[src/rtl/vga_pkg.sv]
// Shared VGA pipeline constants and the 4:4:4 RGB pixel type.
package vga_pkg;
  localparam int PIX_W          = 12;
  localparam int PIX_FIFO_DEPTH = 16;

  typedef logic [PIX_W-1:0] rgb_t;
endpackage

[src/rtl/vga_pix_fifo.sv]
// First-word-fall-through pixel FIFO between vga_frame and vga_sync, flushed on mode change.
// Define VGA_PIX_FIFO_STATS_EN to add underrun counter and high-water-mark outputs.
module vga_pix_fifo
  import vga_pkg::*;
#(
  parameter  int DEPTH  = PIX_FIFO_DEPTH,
  parameter  int DATA_W = PIX_W,
  localparam int CNT_W  = $clog2(DEPTH + 1)
) (
  input  logic              clk,
  input  logic              rst_n,
  input  logic              i_flush,
  input  logic              i_pix_rgb_valid,
  output logic              o_pix_rgb_ready,
  input  logic [DATA_W-1:0] i_pix_rgb_data,
  output logic              o_pix_rgb_valid,
  input  logic              i_pix_rgb_ready,
  output logic [DATA_W-1:0] o_pix_rgb_data,
  output logic [CNT_W-1:0]  o_level,
`ifdef VGA_PIX_FIFO_STATS_EN
  output logic [15:0]       o_underrun_cnt,
  output logic [CNT_W-1:0]  o_max_level,
`endif
  output logic              o_underrun
);

  localparam int AW = $clog2(DEPTH);

  logic [DATA_W-1:0] mem [DEPTH];
  logic [AW-1:0]     wr_ptr, rd_ptr;
  logic [CNT_W-1:0]  count, count_nxt;
  logic              rst_q, full, empty, push, pop, underrun_nxt;

  assign full            = (count == CNT_W'(DEPTH));
  assign empty           = (count == '0);
  assign o_pix_rgb_ready = rst_q & ~full;
  assign o_pix_rgb_valid = ~empty;
  assign o_pix_rgb_data  = empty ? '0 : mem[rd_ptr];
  assign o_level         = count;
  assign push            = i_pix_rgb_valid & o_pix_rgb_ready;
  assign pop             = o_pix_rgb_valid & i_pix_rgb_ready;

  // NOTE: every variable gets a default before the ifs, so no path leaves one unassigned (no latch).
  always_comb begin
    count_nxt    = count;
    underrun_nxt = i_pix_rgb_ready & empty;
    if (i_flush) begin
      count_nxt    = '0;
      underrun_nxt = 1'b0;
    end else if (push && !pop) begin
      count_nxt = count + 1'b1;
    end else if (pop && !push) begin
      count_nxt = count - 1'b1;
    end
  end

  // Holds off the producer for the first cycle after reset release.
  always_ff @(posedge clk or negedge rst_n) begin
    if (!rst_n) rst_q <= 1'b0;
    else        rst_q <= 1'b1;
  end

  // NOTE: state flops use non-blocking assignments so every flop samples pre-edge values.
  always_ff @(posedge clk or negedge rst_n) begin
    if (!rst_n) begin
      wr_ptr     <= '0;
      rd_ptr     <= '0;
      count      <= '0;
      o_underrun <= 1'b0;
    end else begin
      count      <= count_nxt;
      o_underrun <= underrun_nxt;
      if (i_flush) begin
        wr_ptr <= '0;
        rd_ptr <= '0;
      end else begin
        if (push) wr_ptr <= wr_ptr + 1'b1;
        if (pop)  rd_ptr <= rd_ptr + 1'b1;
      end
    end
  end

  // NOTE: storage is deliberately unreset so it maps to distributed RAM; count masks stale words.
  always_ff @(posedge clk) begin
    if (push && !i_flush) mem[wr_ptr] <= i_pix_rgb_data;
  end

`ifdef VGA_PIX_FIFO_STATS_EN
  always_ff @(posedge clk or negedge rst_n) begin
    if (!rst_n) begin
      o_underrun_cnt <= '0;
      o_max_level    <= '0;
    end else if (i_flush) begin
      o_underrun_cnt <= '0;
      o_max_level    <= '0;
    end else begin
      if (underrun_nxt && o_underrun_cnt != 16'hFFFF) o_underrun_cnt <= o_underrun_cnt + 1'b1;
      if (count_nxt > o_max_level)                    o_max_level    <= count_nxt;
    end
  end
`endif

endmodule

[config.mk]
export PLATFORM = sky130hd
export DESIGN_NAME = vga_pix_fifo
export DESIGN_NICKNAME = d
export VERILOG_FILES = /design/src/rtl/vga_pkg.sv /design/src/rtl/vga_pix_fifo.sv
export SDC_FILE = /design/constraint.sdc
export NUM_CORES = 1
export LEC_CHECK = 0
export CAP_MARGIN = 15
export CORE_UTILIZATION = 55
export CTS_CLUSTER_DIAMETER = 100
export CTS_CLUSTER_SIZE = 12
export DETAILED_ROUTE_END_ITERATION = 16
export MAX_ROUTING_LAYER = met4
export PLACE_DENSITY = 0.79
export RECOVER_POWER = 50
export SETUP_SLACK_MARGIN = 0.5
export SLEW_MARGIN = 25
export SYNTH_ARGS = -nofsm -noshare
export SYNTH_HDL_FRONTEND = slang
export SYNTH_SLANG_ARGS = --single-unit
[constraint.sdc]
create_clock -name clk -period 3.38 [get_ports clk]
set_input_delay 0.676 -clock clk [delete_from_list [all_inputs] [get_ports clk]]
set_output_delay 0.676 -clock clk [all_outputs]
set_load 0.02 [all_outputs]
==> flow_summary.yaml <==
power:
  combPwrFrac_pct: 28.9
  p_int_uw: 5060
  swShare_pct: 28.11
  seqPwrFrac_pct: 41.7
  power.switching_uw: 1979
  powerDensity_nw_per_um2: 708.5
  clkPwrFrac_pct: 29.3
  p_leak_uw: 0.003262
  irDropWorstVdd_v: 0.0006140
worst_setup_path:
  arrival_ps: 2290
  path_cells: "nor4_1 > nand2_2 > or2b_4 > buf_4 > o22ai_1 > buf_2"
  cp_slowest_stage_delay_ps: 480
  end_kind: "output port"
  crit_start: "o_level[0]$_DFFE_PN0P_"
  cpMaxStageDelayCell: "dfrtp_1"
  crit_type: "reg -> out"
  critical_path_required_ps: 2700
  path_buf_inv: 2
  cpLargestDelayFamily: "simple AND/OR/NAND/NOR gates"
  critPathLaunchType: "register"
  r2r_start: "o_level[0]$_DFFE_PN0P_"
  worstPathMaxFanout: 8
clock_tree:
  root_buffer: "clkbuf_16"
  h-tree-depth: 1
  clk_latency_ps: 500
  clkTransAtPathRegs_ps: 60
  clockBufferDepth: 3
  clock-sinks: 207
  cts_tree: "done"
  cts_hold_buf: 0
  numCtsBuffers: 21
logic_synthesis:
  synth_top_area_share_pct: 69.09
  synthCells: 420
  syn_nets: 447
  syn_area_per_cell_um2: 19.87
  synth_area_leaders: "edfxtp_1 (69%), mux4_2 (13%), dfrtp_1 (4.5%), mux2i_1 (3.4%), ha_1 (1.3%)"
  yosysSeqAreaShare_pct: 73.58
  synthDistinctLibCells: 44
  synth_area_leader_cell: "edfxtp_1"
  ys_ff_latch: 207
  syn_area_um2: 8346
  yosys_warnings: 0
timing:
  period_needed_ps: 2962
  skew_ps: 23.51
  max-slew-margin-rel_pct: 50.69
  rsz0062_at_grt: "yes"
  worst_slew_pin_slew_ps: 737.2
  setup_viol: 0
  tns_ps: 0
  drv_slew: 0
  finalHoldViolCount: 0
  fin_crit_sh_pct: 87.62
  max_freq_mhz: 337.7
place:
  dpl.hpwl_um: 10400
  gp_congestion: 0.8093
  io_buffers: 36
global_route:
  grt_max_degree: 37
  grt_pass1_vias: 4617
  grt_pass1_wl_um: 27430
  grt_usage_pct: 24.69
  antenna_found_initial: 1
  grt_overflow: 0
floorplan:
  core-area_um2: 14640
  start_util_pct: 56.99
  die_area_um2: 15670
  die_y_um: 125.2
  ios: 37
  rows: 44
  die_w_um: 125.2
route:
  drc_errors: 0
  wl_per_cell_um: 25.26
  routed_wl_um: 17840
  viasPerCell: 6.303
  firstDrtPassIters: 7
  drtIter0Drc: 401
  vias: 4450
  final_antenna_net_count: 0
run_status:
  status: "finished clean"
layout:
  syn_to_final_growth_pct: 19.04
  final_util_pct: 67.84
  antenna_cells: 0
  drive_gt1_share_pct: 28.16
  fin_nets: 534
flow_run:
  max-cap-violations: 0
hold_path:
  hp-class: "reg -> reg"
  hold_start: "rd_ptr[2]$_DFFE_PN0P_"
## Yosys cell counts, drive strengths merged
master and instances:
mux2i 28, mux4 48, or3 1, ha 9
o21a 2, nor2b 1, nand3 7, a22o 1
or4 1, edfxtp 192, inv 4, nand4 1
nor3 1, and2 1, nor3b 1, a211oi 2
fa 1, a31oi 1, a2111oi 1, buf 9
o211ai 2, xor2 4, and3 1, a21boi 1
mux2 1, o22ai 12, o21ai 5, conb 1
o221a 1, nor2 25, o221ai 1, clkbuf 12
or2b 1, dfrtp 15, a21oi 5, nand2 16
nor4 1, a21o 1, o41ai 1, xnor2 2
## cell type report
| class | count | area (um2) |
|---|---|---|
| tap | 184 | 230.2 |
| clock buffer | 36 | 581.8 |
| clock inverter | 2 | 20.02 |
| fill | 931 | 4710 |
| multi-input combinational | 188 | 2116 |
| sequential | 207 | 6148 |
| timing repair buffer | 85 | 823.3 |
| inverter | 4 | 15.01 |
## repair_timing
| action | CTS | global route |
|---|---|---|
| cloned | 1 | 1 |
| setup buffers | 9 | 1 |
| hold endpoints to repair | 0 | 0 |
| endpoints found under the setup margin | 12 | 12 |
| resized for setup | 65 | 10 |
| pin swaps | 2 | 2 |
## final timing paths
| check | cells after the start | end | slack (ps) |
|---|---|---|---|
| worst max-delay path | 6 | o_pix_rgb_data[5] | 420 |
| worst min-delay path | 2 | rd_ptr[2]$_DFFE_PN0P_ | 600 |
| worst max register to register | 9 | o_level[4]$_DFFE_PN0P_ | 630 |
| worst min register to register | 2 | rd_ptr[2]$_DFFE_PN0P_ | 600 |
| max in group asynchronous | 1 | rd_ptr[0]$_DFFE_PN0P_ | 2140 |
| min in group asynchronous | 1 | o_underrun$_DFF_PN0_ | 690 |
## metal layers
metal / wire length (um) / track usage, % / vias up / part of all wire, %
met3: 1435 / 3.637 / 42 / 8.0
met5: 0 / - / - / 0
li1: - / - / 1888 / -
met1: 7131 / 33.28 / 2290 / 40
met4: 422 / 7.891 / 0 / 2.4
met2: 8847 / 39.40 / 230 / 50
## placed cells by master (no fill, tap or decap), drive strengths merged, types with 2 or more instances in the layout
master	n
edfxtp	192
nand2	16
clkbuf	39
buf	58
xnor2	2
ha	9
clkdlybuf4s50	10
o211ai	2
mux4	48
o22ai	12
dfrtp	15
o21ai	5
a211oi	2
mux2i	28
nor2	25
inv	6
a21oi	5
xor2	4
dlygate4sd3	13
o21a	2
nand3	7
## power by group through the flow
| stage | clock network [uW] | registers, uW | logic, uW |
|---|---|---|---|
| 6_report | 2070 | 2940 | 2040 |
| 3_3_place_gp | 0 | 3020 | 1850 |
| 2_1_floorplan | 0 | 3000 | 1200 |
| 3_5_place_dp | 0 | 3030 | 1880 |
| 5_1_grt | 2210 | 2950 | 2170 |
| 4_1_cts | 2100 | 2950 | 2030 |
## metrics by stage
stage | hold WS, ps | area, um2 | total power, uW | instances | setup WS [ps]
final | 604.8 | 9935 | 7039 | 706 | 418.4
after global routing | 650.3 | 9935 | 7333 | 706 | 295.0
after CTS | 608.9 | 9906 | 7083 | 704 | 444.8
after detailed placement | 586.4 | 9166 | 4908 | 656 | 346.6
after global placement | 569.9 | 9166 | 4867 | 656 | 372.6
after floorplan | 380.4 | 8346 | 4197 | 420 | 852.7
## worst min-delay path, stage by stage (launching register included)
cell and delay (ps):
dfrtp_1 410, xor2_1 80, nor2_1 70
## cells by family after synthesis
kind of cell               count (synthesis)  synth area share (%)
buffers and inverters                     25                 1.259
adders and majority gates                 10                 1.589
xor gates and xnor gates                   6                0.6297
AOI/OAI and AO/OA                         36                 3.104
other                                      1               0.04493
muxes                                     77                 16.49
DFF                                      207                 73.58
and+or+nand+nor                           58                 3.299
## state kept, by name, indices dropped and copies added, names as in the netlist
| name | count |
|---|---|
| rst_q | 1 |
| o_underrun | 1 |
| wr_ptr | 4 |
| rd_ptr | 4 |
| mem | 192 |
| o_level | 5 |
Power figures use the tool's default switching activity.
